## src/rtl/imem_loader_if.sv

```systemverilog
// Stream and instruction-memory external-port signals shared by the loader and its environment.
// master: the loader side; slave: the stream source plus the memory responder.
interface imem_loader_if;
   logic        s_valid;
   logic        s_ready;
   logic [31:0] s_data;
   logic [63:0] addr_ext;
   logic        wen_ext;
   logic        ren_ext;
   logic [31:0] wdata_ext;
   logic [31:0] rdata_ext;

   modport master (
      input  s_valid, s_data, rdata_ext,
      output s_ready, addr_ext, wen_ext, ren_ext, wdata_ext
   );

   modport slave (
      output s_valid, s_data, rdata_ext,
      input  s_ready, addr_ext, wen_ext, ren_ext, wdata_ext
   );
endinterface

```

## src/rtl/imem_loader.sv

```systemverilog
// Streams instruction words into IMEM through the external port, then enables the core.
// Define LOADER_VERIFY_EN to read the image back and compare checksums before enabling the core.
module imem_loader #(
   parameter int unsigned ADDR_W    = 9,
   parameter logic [63:0] BASE_ADDR = 64'h0
) (
   input  logic            clk,
   input  logic            arst,
   input  logic            start,
   input  logic            halt,
   input  logic [ADDR_W:0] num_words,
   imem_loader_if.master   bus,
   output logic            cpu_enable,
   output logic            busy,
   output logic            done,
   output logic            error,
   output logic [ADDR_W:0] words_loaded
);

   localparam logic [ADDR_W:0] MAX_WORDS = {1'b1, {ADDR_W{1'b0}}};
   localparam logic [ADDR_W:0] CNT_ONE   = 1;

`ifdef LOADER_VERIFY_EN
   typedef enum logic [2:0] {StIdle, StLoad, StVerify, StRun, StErr} state_e;
`else
   typedef enum logic [2:0] {StIdle, StLoad, StRun, StErr} state_e;
`endif

   state_e          state_q, state_d;
   logic [ADDR_W:0] idx_q, idx_d;
   logic [ADDR_W:0] nw_q, nw_d;
   logic            wen_q, wen_d;
   logic [63:0]     addr_q, addr_d;
   logic [31:0]     wdata_q, wdata_d;
   logic            s_rdy;

`ifdef LOADER_VERIFY_EN
   logic            ren_q, ren_d;
   logic            pend_q;
   logic [31:0]     sum_q, sum_d;
   logic [31:0]     rsum_q, rsum_d;
   logic [ADDR_W:0] rd_idx_q, rd_idx_d;
   logic [ADDR_W:0] rcnt_q, rcnt_d;
`endif

   always_ff @(posedge clk or posedge arst) begin
      if (arst) begin
         state_q  <= StIdle;
         idx_q    <= '0;
         nw_q     <= '0;
         wen_q    <= 1'b0;
         addr_q   <= '0;
         wdata_q  <= '0;
`ifdef LOADER_VERIFY_EN
         ren_q    <= 1'b0;
         pend_q   <= 1'b0;
         sum_q    <= '0;
         rsum_q   <= '0;
         rd_idx_q <= '0;
         rcnt_q   <= '0;
`endif
      end else begin
         state_q  <= state_d;
         idx_q    <= idx_d;
         nw_q     <= nw_d;
         wen_q    <= wen_d;
         addr_q   <= addr_d;
         wdata_q  <= wdata_d;
`ifdef LOADER_VERIFY_EN
         ren_q    <= ren_d;
         pend_q   <= ren_q;
         sum_q    <= sum_d;
         rsum_q   <= rsum_d;
         rd_idx_q <= rd_idx_d;
         rcnt_q   <= rcnt_d;
`endif
      end
   end

   always_comb begin
      state_d  = state_q;
      idx_d    = idx_q;
      nw_d     = nw_q;
      wen_d    = 1'b0;
      addr_d   = addr_q;
      wdata_d  = wdata_q;
      s_rdy    = 1'b0;
`ifdef LOADER_VERIFY_EN
      ren_d    = 1'b0;
      sum_d    = sum_q;
      rsum_d   = rsum_q;
      rd_idx_d = rd_idx_q;
      rcnt_d   = rcnt_q;
`endif
      unique case (state_q)
         StIdle: begin
            if (start) begin
               if (num_words == '0 || num_words > MAX_WORDS) begin
                  state_d = StErr;
               end else begin
                  state_d = StLoad;
                  nw_d    = num_words;
                  idx_d   = '0;
`ifdef LOADER_VERIFY_EN
                  sum_d    = '0;
                  rsum_d   = '0;
                  rd_idx_d = '0;
                  rcnt_d   = '0;
`endif
               end
            end
         end
         StLoad: begin
            s_rdy = (idx_q < nw_q);
            if (s_rdy && bus.s_valid) begin
               wen_d   = 1'b1;
               addr_d  = BASE_ADDR + (64'(idx_q) << 2);
               wdata_d = bus.s_data;
               idx_d   = idx_q + CNT_ONE;
`ifdef LOADER_VERIFY_EN
               sum_d   = sum_q + bus.s_data;
`endif
            end
            // idx reaches nw only in the cycle carrying the final write
            if (idx_q == nw_q) begin
`ifdef LOADER_VERIFY_EN
               state_d = StVerify;
`else
               state_d = StRun;
`endif
            end
         end
`ifdef LOADER_VERIFY_EN
         StVerify: begin
            if (rd_idx_q < nw_q) begin
               ren_d    = 1'b1;
               addr_d   = BASE_ADDR + (64'(rd_idx_q) << 2);
               rd_idx_d = rd_idx_q + CNT_ONE;
            end
            // pend_q marks the cycle in which rdata_ext answers last cycle's read
            if (pend_q) begin
               rsum_d = rsum_q + bus.rdata_ext;
               rcnt_d = rcnt_q + CNT_ONE;
            end
            if (rcnt_q == nw_q) begin
               state_d = (rsum_q == sum_q) ? StRun : StErr;
            end
         end
`endif
         StRun: begin
            if (halt) state_d = StIdle;
         end
         StErr: begin
            if (halt) state_d = StIdle;
         end
         default: state_d = StIdle;
      endcase
   end

   assign bus.s_ready   = s_rdy;
   assign bus.wen_ext   = wen_q;
   assign bus.addr_ext  = addr_q;
   assign bus.wdata_ext = wdata_q;
   assign words_loaded  = idx_q;
   assign cpu_enable    = (state_q == StRun);
   assign done          = (state_q == StRun);
   assign error         = (state_q == StErr);

`ifdef LOADER_VERIFY_EN
   assign bus.ren_ext = ren_q;
   assign busy        = (state_q == StLoad) || (state_q == StVerify);
`else
   logic unused_rdata;
   assign unused_rdata = ^bus.rdata_ext;
   assign bus.ren_ext  = 1'b0;
   assign busy         = (state_q == StLoad);
`endif

endmodule

```

## src/flat_wrapper.sv

```systemverilog
// flat-port wrapper written by rule: the top's interface ports become plain ports
module imem_loader_flat 
#(
   parameter int unsigned ADDR_W    = 9,
   parameter logic [63:0] BASE_ADDR = 64'h0
)
  (clk, arst, start, halt, num_words, cpu_enable, busy, done, error, words_loaded, bus_s_valid, bus_s_data, bus_rdata_ext, bus_s_ready, bus_addr_ext, bus_wen_ext, bus_ren_ext, bus_wdata_ext);
  imem_loader_if bus_i ();
  input  logic clk;
  input  logic arst;
  input  logic start;
  input  logic halt;
  input  logic [ADDR_W:0] num_words;
  output logic cpu_enable;
  output logic busy;
  output logic done;
  output logic error;
  output logic [ADDR_W:0] words_loaded;
  input wire logic [$bits(bus_i.s_valid)-1:0] bus_s_valid;
  input wire logic [$bits(bus_i.s_data)-1:0] bus_s_data;
  input wire logic [$bits(bus_i.rdata_ext)-1:0] bus_rdata_ext;
  output wire logic [$bits(bus_i.s_ready)-1:0] bus_s_ready;
  output wire logic [$bits(bus_i.addr_ext)-1:0] bus_addr_ext;
  output wire logic [$bits(bus_i.wen_ext)-1:0] bus_wen_ext;
  output wire logic [$bits(bus_i.ren_ext)-1:0] bus_ren_ext;
  output wire logic [$bits(bus_i.wdata_ext)-1:0] bus_wdata_ext;
  assign bus_i.s_valid = bus_s_valid;
  assign bus_i.s_data = bus_s_data;
  assign bus_i.rdata_ext = bus_rdata_ext;
  assign bus_s_ready = bus_i.s_ready;
  assign bus_addr_ext = bus_i.addr_ext;
  assign bus_wen_ext = bus_i.wen_ext;
  assign bus_ren_ext = bus_i.ren_ext;
  assign bus_wdata_ext = bus_i.wdata_ext;
  imem_loader #(.ADDR_W(ADDR_W), .BASE_ADDR(BASE_ADDR)) u_core (.clk(clk), .arst(arst), .start(start), .halt(halt), .num_words(num_words), .bus(bus_i), .cpu_enable(cpu_enable), .busy(busy), .done(done), .error(error), .words_loaded(words_loaded));
endmodule
```

## config.mk

```make
export PLATFORM = sky130hd
export DESIGN_NAME = imem_loader_flat
export DESIGN_NICKNAME = d
export VERILOG_FILES = /design/src/rtl/imem_loader_if.sv /design/src/rtl/imem_loader.sv /design/src/flat_wrapper.sv
export SDC_FILE = /design/constraint.sdc
export NUM_CORES = 1
export LEC_CHECK = 0
export CORE_MARGIN = 5
export CORE_UTILIZATION = 35
export DETAILED_ROUTE_END_ITERATION = 10
export PLACE_DENSITY = 0.75
export SETUP_SLACK_MARGIN = 0.4
export SLEW_MARGIN = 10
export SYNTH_ARGS = -nofsm -noshare
export SYNTH_HDL_FRONTEND = slang
export SYNTH_SLANG_ARGS = --single-unit
```

## constraint.sdc

```tcl
create_clock -name clk -period 7 [get_ports clk]
set_input_delay 1.75 -clock clk [delete_from_list [all_inputs] [get_ports clk]]
set_output_delay 1.75 -clock clk [all_outputs]
set_load 0.05 [all_outputs]
```

---- After elaboration in Yosys (flattened, before gate mapping) ----
Cells that the tools add are included.
cells by class
  add/subtract/negate cells ............... 1
  multiply operators ...................... 0
  divide/modulo/power cells ............... 0
  $lt $le $gt $ge ......................... 2
  eq/ne operators ......................... 9
  shifts and indexed selects .............. 0
  muxes and demuxes ....................... 12
  bitwise gates (word level) .............. 1
  reductions and logical operators ........ 10
operators by type and width
  cell                   number
  $mux 10                3
  $pmux 10 s2            1
  $add 10x1->10 const B  1
  $eq 10x10->1           1
  $gt 10x10->1 const B   1
  $logic_not 10->1       1
  $lt 10x10->1           1
  $mux 3                 3
  $pmux 3 s3             1
  $eq 3x2->1 const B     2
  $ne 2x1->1 const B     3
  $reduce_and 3->1       2
  $ne 2x2->1 const B     2
  $reduce_and 4->1       1
  $eq 3x1->1 const B     1
  $logic_not 3->1        1
  $mux 1                 3
  $mux 2                 1
  $reduce_and 2->1       1
  $reduce_bool 2->1      1
  $reduce_or 2->1        1
  $logic_and 1x1->1      1
  $logic_or 1x1->1       1
  $not 1->1              1
storage, ports and cells
  register bits after elaboration ......... 66
  latch bits .............................. 0
  memory bits (writable) .................. 0
  bits in read-only memories .............. 0
  input port bits ......................... 79
  output and inout port bits .............. 113
  word-level logic and storage cells ...... 41
  memories ................................ 0

---- Longest topological paths before layout ----
Gate-level depths: netlist of the first run.
  depth in word-level cells ............... 5
  gate-level depth with buffers ........... 9

---- Worst setup path after synthesis of the first run ----
OpenSTA, ideal clock, no wires.
  kind .................................... reg-to-output
  from .................................... register u_core.idx_q[7], in the netlist u_core.words_loaded[7]
  to ...................................... output port bus_s_ready
  arrival ................................. 2,410 ps
  path slack .............................. 2,840 ps
  stages on the path, launching flop included .. 7
  path buffers ............................ 1
  cells stage by stage .................... dfrtp_1 > ha_1 > a211oi_2 > nor2_1 > or3_1 > clkbuf_1 > nor2_1
between the ends
  longest elaborated chain between the ends .. 2
ends and longest elaborated chain
  what                    RTL line            RTL
  start, declared         imem_loader.sv:30   logic [ADDR_W:0] idx_q, idx_d;
  start signal, assigned  imem_loader.sv:64   idx_q <= idx_d;
  $lt 10x10->1            imem_loader.sv:114  s_rdy = (idx_q < nw_q);
  $mux 1                  imem_loader.sv:95   unique case (state_q)
  end, declared           flat_wrapper.sv:22  output wire logic [$bits(bus_i.s_ready)-1:0] bus_s_ready;
Every way passes these cells.

---- Worst setup path in the final report of the first run ----
Ends and elaborated chain as after synthesis.

==> out/qor.yml, run 1 <==
run_status:
  status: "completed"
min_path:
  worstHoldPathCells: 2
  hold_path_class: "flop to flop"
  worstHoldEndpoint: "u_core.nw_q[0]"
  hp_start: "u_core.nw_q[0]"
clock_network:
  cts_max_path_buffers: 2
  worstSkewPairLatency_ns: 0.33
  ctsResizeCount: 0
  cts_max_level: 3
  numCtsBuffers: 9
  cts.root.buffer_cell: "clkbuf_8"
  cts_hold_buf: 0
  cts.sink_count: 65
  post_cts_setup_driven_buffer_insertion_count: 0
  clkSlewWorstSetupHoldPaths_ns: 0.07
  cts_tree: "done"
floorplanning:
  floorplan.initialDensity: 0.356
  die_area_mm2: 0.0119
  row_count: 36
  ioPinCount: 192
  die_height_um: 109
  design.core.area_mm2: 0.00968
  die_w_um: 109
timing:
  clock_skew_ns: 0.0109
  post-route-worst-setup-slack_ns: 2.37
  layout_worst_path_cycle_share: 0.661
  report.final.setup_viol: 0
  final_hold_violation_count: 0
  timing.fmax_mhz: 216
  grt_setup_unrepaired: "no"
  worst_slew_margin_relative_to_its_limit: 0.466
  post-route-min-period_ns: 4.63
  timing_worst_slew_pin_value_ns: 0.801
  setup-tns-final_ns: 0
  final-max-slew-violation-count: 0
pwr:
  power.ir.vdd_worst_uv: 211
  power.switching_fraction: 0.455
  intPower_mw: 1.19
  design_power_total_mw: 2.19
  p_leak_nw: 2.10
  switching_pwr_mw: 0.997
  power.share.clock: 0.179
  power.share.combinational: 0.540
  seq_power_share: 0.282
  power_per_cell_area_mw_per_mm2: 474
drt:
  drt-pass1-iter-count: 4
  post-route-drc-count: 0
  avgRoutedWirePerCell_um: 13.3
  drtAntennaViolNets: 0
  vias_per_cell: 4.40
  route.vias.total: 2398
  drtIter0Drc: 108
  wl_mm: 7.23
synth:
  post_synth_instance_area_mm2: 0.00345
  synth.top_cell.area_share: 0.471
  yosys.cell_count.top_type: "dfrtp_1"
  synth.ff_latch_count: 65
  synth.distinct_cells: 41
  synth_top_area_cells: "dfrtp_1 47%, mux2_2 14%, buf_4 12%"
  netlist_instances: 302
  synth.top_cells.by_count: "65 x dfrtp_1, 56 x buf_4, 43 x mux2_2, 17 x nand2_1, 16 x inv_1"
  asyncSetResetFlopFracSynth: 1.00
  yosys.area.top_type: "dfrtp_1"
  synth_edf_count: 0
  synth.avg_cell_area_um2: 11.4
  yosysWarnings: 0
  synth-main-ff-cell: "dfrtp_1"
  synth-seq-area-share: 0.471
final_layout:
  syn2layout_area_growth_pct: 33.7
  final_nets: 497
  diodes: 0
  fill_cell_count: 893
  layout.core_utilization: 0.477
  layout-drive-gt1-share: 0.180
grt:
  antenna_found_initial: 0
  grt_pass1_wl_mm: 11.3
  gr-total-overflow: 0
  via_count_of_the_first_global_routing_pass: 2352
  grt_max_degree: 66
  globalRouteTotalUtil: 0.120
worst_setup_path:
  r2r_start: "u_core.words_loaded[7]"
  critPathLaunchType: "flop"
  critPathArrivalTime_ns: 2.88
  worst_r2r_path_depth: 7
  crit_fanout: 8
  worst-r2r-setup-slack_ns: 4.02
  critPathCaptureType: "output pin"
  worst_ep_required_time_ns: 5.25
  worst_setup_path_startpoint: "u_core.words_loaded[7]"
  criticalPathCategory: "flop to output pin"
  crit-reg2reg-capture: "u_core.bus.wdata_ext[25]"
job:
  cap_viol_max_count: 0
place:
  dp_worst_setup_slack_ns: 2.75
  gpl.final_weighted_congestion: 0.821
  place.port_buffers: 104
  dpl.hpwl_mm: 5.56
## final cells by class
type | instances | area [um^2] | share of cell area
Timing Repair Buffer | 106 | 1060 | 0.229
Clock buffer | 10 | 138 | 0.0298
Tap cell | 133 | 166 | 0.0361
Multi-Input combinational cell | 209 | 1460 | 0.315
Clock inverter | 6 | 114 | 0.0247
Inverter | 16 | 60.1 | 0.0130
Sequential cell | 65 | 1630 | 0.352
## layout by cell type, fill, tap and decap left out, types with 2 or more instances in the layout
| cell type | count |
|---|---|
| a221o_1 | 6 |
| a211o_2 | 2 |
| and4_1 | 2 |
| mux2_2 | 43 |
| buf_4 | 2 |
| clkinvlp_4 | 2 |
| nor2_1 | 14 |
| conb_1 | 55 |
| dfrtp_1 | 65 |
| ha_1 | 11 |
| nand4_1 | 2 |
| clkbuf_8 | 10 |
| inv_1 | 15 |
| nand3_1 | 6 |
| a21oi_1 | 4 |
| and3_1 | 8 |
| bufinv_16 | 3 |
| nand3b_1 | 2 |
| o21ai_0 | 12 |
| nor3b_1 | 2 |
| nand2_1 | 17 |
| or2_2 | 2 |
| nor3_1 | 3 |
| clkdlybuf4s50_1 | 104 |
## metrics by stage
stage,cell area [um^2],hold slack [ns],instances
floorplan,3650,0.450,356
global placement,4360,0.474,529
detailed placement,4360,0.467,529
CTS,4620,0.485,545
global route,4620,0.506,545
finish,4620,0.486,545
## critical path, cell delays in order, from the launching register on
cell and delay [ns]:
dfrtp_1 0.47, ha_1 0.36, a211oi_2 0.19, nor2_1 0.07
or3_1 0.44, nor2_1 0.19, clkdlybuf4s50_1 0.83
## worst max path at each step
stage | to | cells after the start | slack, ns
3_5_place_dp | bus_s_ready | 6 | 2.75
4_1_cts | bus_s_ready | 6 | 2.36
3_3_place_gp | bus_s_ready | 6 | 2.77
2_1_floorplan | bus_s_ready | 6 | 2.84
6_report | bus_s_ready | 6 | 2.37
5_1_grt | bus_s_ready | 6 | 2.21
## flip-flops by register name, indices dropped and copies added (netlist names)
name,cells
u_core.bus.addr_ext,10
u_core.bus.wdata_ext,32
u_core.bus.wen_ext,1
u_core.nw_q,10
u_core.state_q,2
u_core.words_loaded,10
## routing by layer
layer	part of all wire	up-vias	global-route usage
met1	0.40	1129	0.140
met4	0.019	0	0.0499
met5	0	-	0
met3	0.10	14	0.0388
met2	0.48	111	0.204
li1	-	1144	-
## power by group through the flow
stage	registers [mW]	clock network, mW	logic [mW]
6_report	0.617	0.391	1.18
5_1_grt	0.642	0.421	1.25
4_1_cts	0.621	0.406	1.19
3_5_place_dp	0.628	0	1.19
3_3_place_gp	0.618	0	1.18
2_1_floorplan	1.02	0	0.467
## cell families (layout without fill, tap and decap cells)
| group | count (synthesis) | after routing | share of synthesized area |
|---|---|---|---|
| AO/OA/AOI/OAI | 31 | 31 | 0.0685 |
| XOR/XNOR | 1 | 1 | 0.00254 |
| adder cells (fa/ha/maj) | 11 | 11 | 0.0399 |
| buffers and inverters | 82 | 138 | 0.166 |
| flip-flops | 65 | 65 | 0.471 |
| multiplexers | 44 | 44 | 0.143 |
| other | 1 | 55 | 0.00109 |
| AND/OR/NAND/NOR | 67 | 67 | 0.108 |
Power figures use the tool's default switching activity.
==> run 2: changes to the inputs <==
Settings changed: PLACE_DENSITY 0.75 to 0.78.
Clock period 7 ns to 4 ns, I/O delays scaled along.
==> run 2 against run 1 <==
  * Non-clock buffer count is 2 higher
  * Clock power increased by 41%
  * Register-to-register slack worse by 2.6 ns
  * Clock skew down 0.0028 ns
  * Global-route usage is 0.65 points higher
  * Flip-flop and latch count is the same
==> out/qor.yml, run 2 (same netlist as run 1, synthesis figures left out) <==
run_status:
  status: "completed"
worst_setup_path:
  worst_ep_required_time_ns: 3.00  # -2.25 ns
  worst_r2r_path_depth: 7  # unchanged
  critPathCaptureType: "output pin"
  critPathLaunchType: "flop"
  crit_fanout: 8  # unchanged
  criticalPathCategory: "flop to output pin"
  worst-r2r-setup-slack_ns: 1.39  # -2.63 ns
  critPathArrivalTime_ns: 2.35  # -0.53 ns
timing:
  final-max-slew-violation-count: 0  # unchanged
  setup-tns-final_ns: 0  # unchanged
  timing.fmax_mhz: 298
  timing_worst_slew_pin_value_ns: 0.540  # -0.260 ns
  final_hold_violation_count: 0  # unchanged
  post-route-min-period_ns: 3.35
  grt_setup_unrepaired: "no"
  hold_ws_ns: 0.487  # +0.000805 ns
  layout_worst_path_cycle_share: 0.838
  clock_skew_ns: 0.00817  # -0.00276 ns
  worst_slew_margin_relative_to_its_limit: 0.639  # +0.172
  report.final.setup_viol: 0  # unchanged
clock_network:
  post_cts_setup_driven_buffer_insertion_count: 0  # unchanged
  numCtsBuffers: 9  # unchanged
  cts_max_level: 3  # unchanged
  ctsResizeCount: 2  # +2
  cts_hold_buf: 0  # unchanged
  cts_tree: "done"
  cts_max_path_buffers: 2  # unchanged
  worstSkewPairLatency_ns: 0.34  # about the same
  cts.root.buffer_cell: "clkbuf_8"
  clkSlewWorstSetupHoldPaths_ns: 0.07  # about the same
  cts.sink_count: 65  # unchanged
job:
  cap_viol_max_count: 0  # unchanged
floorplanning:
  die_area_mm2: 0.0119  # unchanged
  die_height_um: 109  # unchanged
  row_count: 36  # unchanged
  design.core.area_mm2: 0.00968  # unchanged
  ioPinCount: 192  # unchanged
  floorplan.initialDensity: 0.356  # unchanged
  die_w_um: 109  # unchanged
grt:
  grt_max_degree: 66  # unchanged
  globalRouteTotalUtil: 0.127  # +0.00648
  grt_pass1_wl_mm: 11.7  # +3.9%
  antenna_found_initial: 0  # unchanged
  via_count_of_the_first_global_routing_pass: 2461  # +4.6%
  gr-total-overflow: 0  # unchanged
final_layout:
  largest_reg_flops: 32  # unchanged
  syn2layout_area_growth_pct: 32.9
  most-common-layout-cells: "103 x clkdlybuf4s50_1, 65 x dfrtp_1, 55 x conb_1"
  diodes: 0  # unchanged
  layout-drive-gt1-share: 0.186  # +0.00638
  finalInstanceArea_mm2: 0.00459  # -0.57%
  layout.cells.most_common: "clkdlybuf4s50_1"
  final_nets: 499  # +0.40%
  final_cell_count_no_fill: 547  # +0.37%
pwr:
  seq_power_share: 0.293  # +0.011
  power.share.combinational: 0.559  # +0.019
  power.switching_fraction: 0.474  # +0.0181
  intPower_mw: 1.96  # +64%
  power.ir.vdd_worst_uv: 324  # +54%
  power.share.clock: 0.149  # -0.030
  power_per_cell_area_mw_per_mm2: 811  # +71%
  p_leak_nw: 2.09  # -0.36%
  design_power_total_mw: 3.72  # +70%
  switching_pwr_mw: 1.76  # +77%
drt:
  post-route-drc-count: 0  # unchanged
  drtIter0Drc: 89  # -18%
  vias_per_cell: 4.50  # +2.3%
  drtAntennaViolNets: 0  # unchanged
  route.vias.total: 2461  # +2.6%
  avgRoutedWirePerCell_um: 13.8  # +3.7%
  wl_mm: 7.53  # +4.0%
  drt-pass1-iter-count: 4  # unchanged
place:
  dpl.hpwl_mm: 5.79  # +4.1%
  cell_count_after_placement: 531  # +0.38%
  place.port_buffers: 104  # unchanged
  area_after_dpl_mm2: 0.00439  # +0.63%
  gpl.final_weighted_congestion: 0.807  # -1.6%
min_path:
  worstHoldPathCells: 2  # unchanged
  hold_path_class: "flop to flop"
[run 2: cell type report]
type                       instances  area [um^2]
clock buffer                      11          141
clock inverter                     5         55.1
fill                             897         5090
inverter                          16         60.1
multi-input combinational        209         1460
sequential                        65         1630
tap                              133          166
timing repair buffer             108         1080
[run 2: worst paths after layout]
path,start,endpoint
min reg2reg,u_core.nw_q[0],u_core.nw_q[0]
max,u_core.words_loaded[7],bus_s_ready
max in group asynchronous,arst,u_core.state_q[1]
max reg2reg,u_core.words_loaded[7],u_core.bus.wdata_ext[6]
min in group asynchronous,arst,u_core.bus.wdata_ext[5]
min,u_core.nw_q[0],u_core.nw_q[0]
[run 2: through the flow]
stage                     setup WS [ns]  utilization
after floorplan                   0.590            -
after global placement            0.513        0.453
after detailed placement          0.494        0.453
after CTS                         0.410        0.474
after global routing              0.528        0.474
final                             0.647        0.474
[run 2: per-layer routing]
metal	vias to the layer above	wire (um)	track usage
met2	113	3620	0.212
met5	-	0	0
met3	15	753	0.0464
li1	1138	-	-
met1	1195	2980	0.146
met4	0	163	0.0534
[run 2: critical path, cell delays in order (launching register included)]
cell      delay (ns)
dfrtp_1         0.46
ha_1            0.36
a211oi_2        0.18
nor2_1          0.07
or3_1           0.45
nor2_1          0.19
clkbuf_2        0.31
[run 2: power groups by stage]
stage / logic, mW / registers [mW] / clock network [mW]
CTS: 2.10 / 1.09 / 0.574
finish: 2.08 / 1.09 / 0.553
global placement: 2.06 / 1.09 / 0
detailed placement: 2.10 / 1.11 / 0
floorplan: 0.818 / 1.79 / 0
global route: 2.19 / 1.13 / 0.610
==> run 3: changes to the inputs <==
Settings changed: PLACE_DENSITY 0.78 to 0.75.
Clock period 4 ns to 3.4 ns, I/O delays scaled along.
==> run 3 against run 2 <==
  * Core utilization is 1.2 points higher
  * Design area is 2.5% higher
  * Count of clock-buffer cells in the layout is 1 lower
  * Wire length is 2.6% higher
  * Sequential power is 17% higher
  * Clock power is 33% higher
  * Clock skew is 0.0034 ns higher
  * Cell count is 0.37% higher
  * Combinational power is 20% higher
  * Global-route usage hardly changed
  * Largest cell class unchanged
  * Largest power group unchanged
  * Highest routed layer unchanged
==> out/qor.yml, run 3 (same netlist as run 1, synthesis figures left out) <==
run_status:
  status: "completed"
timing:
  post-route-worst-setup-slack_ns: 0.498  # -0.149 ns
  report.final.setup_viol: 0  # unchanged
  worst_slew_margin_relative_to_its_limit: 0.525  # -0.114
  timing.fmax_mhz: 345
  layout_worst_path_cycle_share: 0.854
  post-route-min-period_ns: 2.90
  setup-tns-final_ns: 0  # unchanged
  timing_worst_slew_pin_value_ns: 0.712  # +0.172 ns
  final_hold_violation_count: 0  # unchanged
  clock_skew_ns: 0.0116  # +0.00340 ns
  grt_setup_unrepaired: "no"
  final-max-slew-violation-count: 0  # unchanged
grt:
  gr-total-overflow: 0  # unchanged
  via_count_of_the_first_global_routing_pass: 2376  # -3.5%
  globalRouteTotalUtil: 0.126  # about the same
  grt_max_degree: 34  # -48%
  grt_pass1_wl_mm: 11.9  # +1.5%
  antenna_found_initial: 0  # unchanged
worst_setup_path:
  crit_fanout: 8  # unchanged
  critPathCaptureType: "output pin"
  critPathLaunchType: "flop"
  critPathArrivalTime_ns: 2.05  # -0.30 ns
  worst-r2r-setup-slack_ns: 0.54  # -0.85 ns
  r2r_start: "u_core.words_loaded[4]"
  cp_slowest_stage_delay_ns: 0.49  # +0.03 ns
  criticalPathCategory: "flop to output pin"
  worst_r2r_path_depth: 8  # +1
  worst_ep_required_time_ns: 2.55  # -0.45 ns
  cp_cell_sequence: "ha_1, and4_1, o21ai_0, a31oi_2, nor2_4, buf_12"
  crit-reg2reg-capture: "u_core.bus.wdata_ext[9]"
  critical_path.slowest_cell: "dfrtp_1"
  worst_setup_path_startpoint: "u_core.words_loaded[4]"
floorplanning:
  die_height_um: 109  # unchanged
  die_area_mm2: 0.0119  # unchanged
  ioPinCount: 192  # unchanged
  die_w_um: 109  # unchanged
  design.core.area_mm2: 0.00968  # unchanged
  row_count: 36  # unchanged
  floorplan.initialDensity: 0.356  # unchanged
drt:
  wl_mm: 7.72  # +2.6%
  avgRoutedWirePerCell_um: 14.1  # +2.2%
  post-route-drc-count: 0  # unchanged
  drtIter0Drc: 125  # +40%
  route.vias.total: 2419  # -1.7%
  drt-pass1-iter-count: 4  # unchanged
  vias_per_cell: 4.41  # -2.1%
  drtAntennaViolNets: 0  # unchanged
min_path:
  worstHoldPathCells: 1  # -1
  hp_start: "u_core.bus.wdata_ext[8]"
  hold_path_class: "flop to flop"
  worstHoldEndpoint: "u_core.bus.wdata_ext[8]"
job:
  cap_viol_max_count: 0  # unchanged
final_layout:
  layout-drive-gt1-share: 0.207  # +0.0207
  syn2layout_area_growth_pct: 36.3
  layout.cells.most_common: "clkdlybuf4s50_1"
  final_nets: 501  # +0.40%
  diodes: 0  # unchanged
  largest_reg_flops: 32  # unchanged
  most-common-layout-cells: "102 x clkdlybuf4s50_1, 62 x dfrtp_1, 55 x conb_1"
clock_network:
  cts.sink_count: 65  # unchanged
  cts_max_level: 3  # unchanged
  worstSkewPairLatency_ns: 0.33  # about the same
  cts_hold_buf: 0  # unchanged
  clkSlewWorstSetupHoldPaths_ns: 0.07  # about the same
  cts_tree: "done"
  cts.root.buffer_cell: "clkbuf_8"
  cts_max_path_buffers: 2  # unchanged
  numCtsBuffers: 9  # unchanged
pwr:
  intPower_mw: 2.42  # +24%
  power_per_cell_area_mw_per_mm2: 961  # +19%
  power.share.combinational: 0.554  # -0.005
  p_leak_nw: 2.12  # +1.5%
  power.ir.vdd_worst_uv: 478  # +47%
  power.share.clock: 0.163  # +0.014
  switching_pwr_mw: 2.10  # +19%
  seq_power_share: 0.284  # -0.009
  power.switching_fraction: 0.464  # -0.00937
place:
  dpl.hpwl_mm: 5.86  # +1.2%
  dp_worst_setup_slack_ns: 0.400  # -0.0934 ns
  gpl.final_weighted_congestion: 0.809  # +0.22%
  place.port_buffers: 104  # unchanged
-- run 3: worst max path at each step --
stage,to,slack [ns],cells after the start
after floorplan,bus_s_ready,0.50,6
after global placement,u_core.words_loaded[5],0.47,6
after detailed placement,u_core.words_loaded[4],0.40,6
after CTS,bus_s_ready,0.41,6
after global routing,bus_s_ready,0.40,6
final,bus_s_ready,0.50,6
-- run 3: critical path, delay by kind of cell, from the launching register on --
| family | cells | cell delay, ns |
|---|---|---|
| adder cells (fa/ha/maj) | 1 | 0.34 |
| buffers and inverters | 1 | 0.15 |
| flip-flops | 1 | 0.49 |
| AO/OA/AOI/OAI | 2 | 0.43 |
| AND/OR/NAND/NOR | 2 | 0.30 |
-- run 3: routing by layer --
metal,GRT usage,up-vias,part of all wire
met5,0,-,0
met2,0.212,107,0.51
met4,0.0516,0,0.012
met3,0.0252,8,0.078
met1,0.160,1156,0.40
li1,-,1148,-
-- run 3: final cells by class --
cell class	count	area, um^2
clock buffers	10	138
inverters	16	60.1
clock inverters	6	91.3
well taps	133	166
multi-input cells	209	1490
flip-flops and latches	65	1630
fillers	896	4980
repair buffers	110	1130
-- run 3: repair_timing --
item | in CTS | in global routing
resized for setup | 3 | 4
setup endpoints to repair | 2 | 36
setup buffers | 1 | 2
pin swaps | 1 | 0
cloned | 0 | 0
-- run 3: power by group through the flow --
stage / Combinational, mW / Sequential, mW / Clock, mW
after global routing: 2.63 / 1.34 / 0.784
after floorplan: 0.968 / 2.11 / 0
after detailed placement: 2.51 / 1.30 / 0
after global placement: 2.47 / 1.28 / 0
after CTS: 2.52 / 1.29 / 0.758
final: 2.50 / 1.28 / 0.735
-- run 3: metrics by stage --
stage | cell area (um^2) | cells | power, mW | hold WS (ns) | util
final | 4700 | 549 | 4.52 | 0.505 | 0.486
after global placement | 4430 | 530 | 3.74 | 0.470 | 0.457
after CTS | 4670 | 547 | 4.56 | 0.507 | 0.483
after global routing | 4700 | 549 | 4.75 | 0.526 | 0.486
after floorplan | 3660 | 356 | 3.07 | 0.450 | -
after detailed placement | 4430 | 530 | 3.81 | 0.480 | 0.457
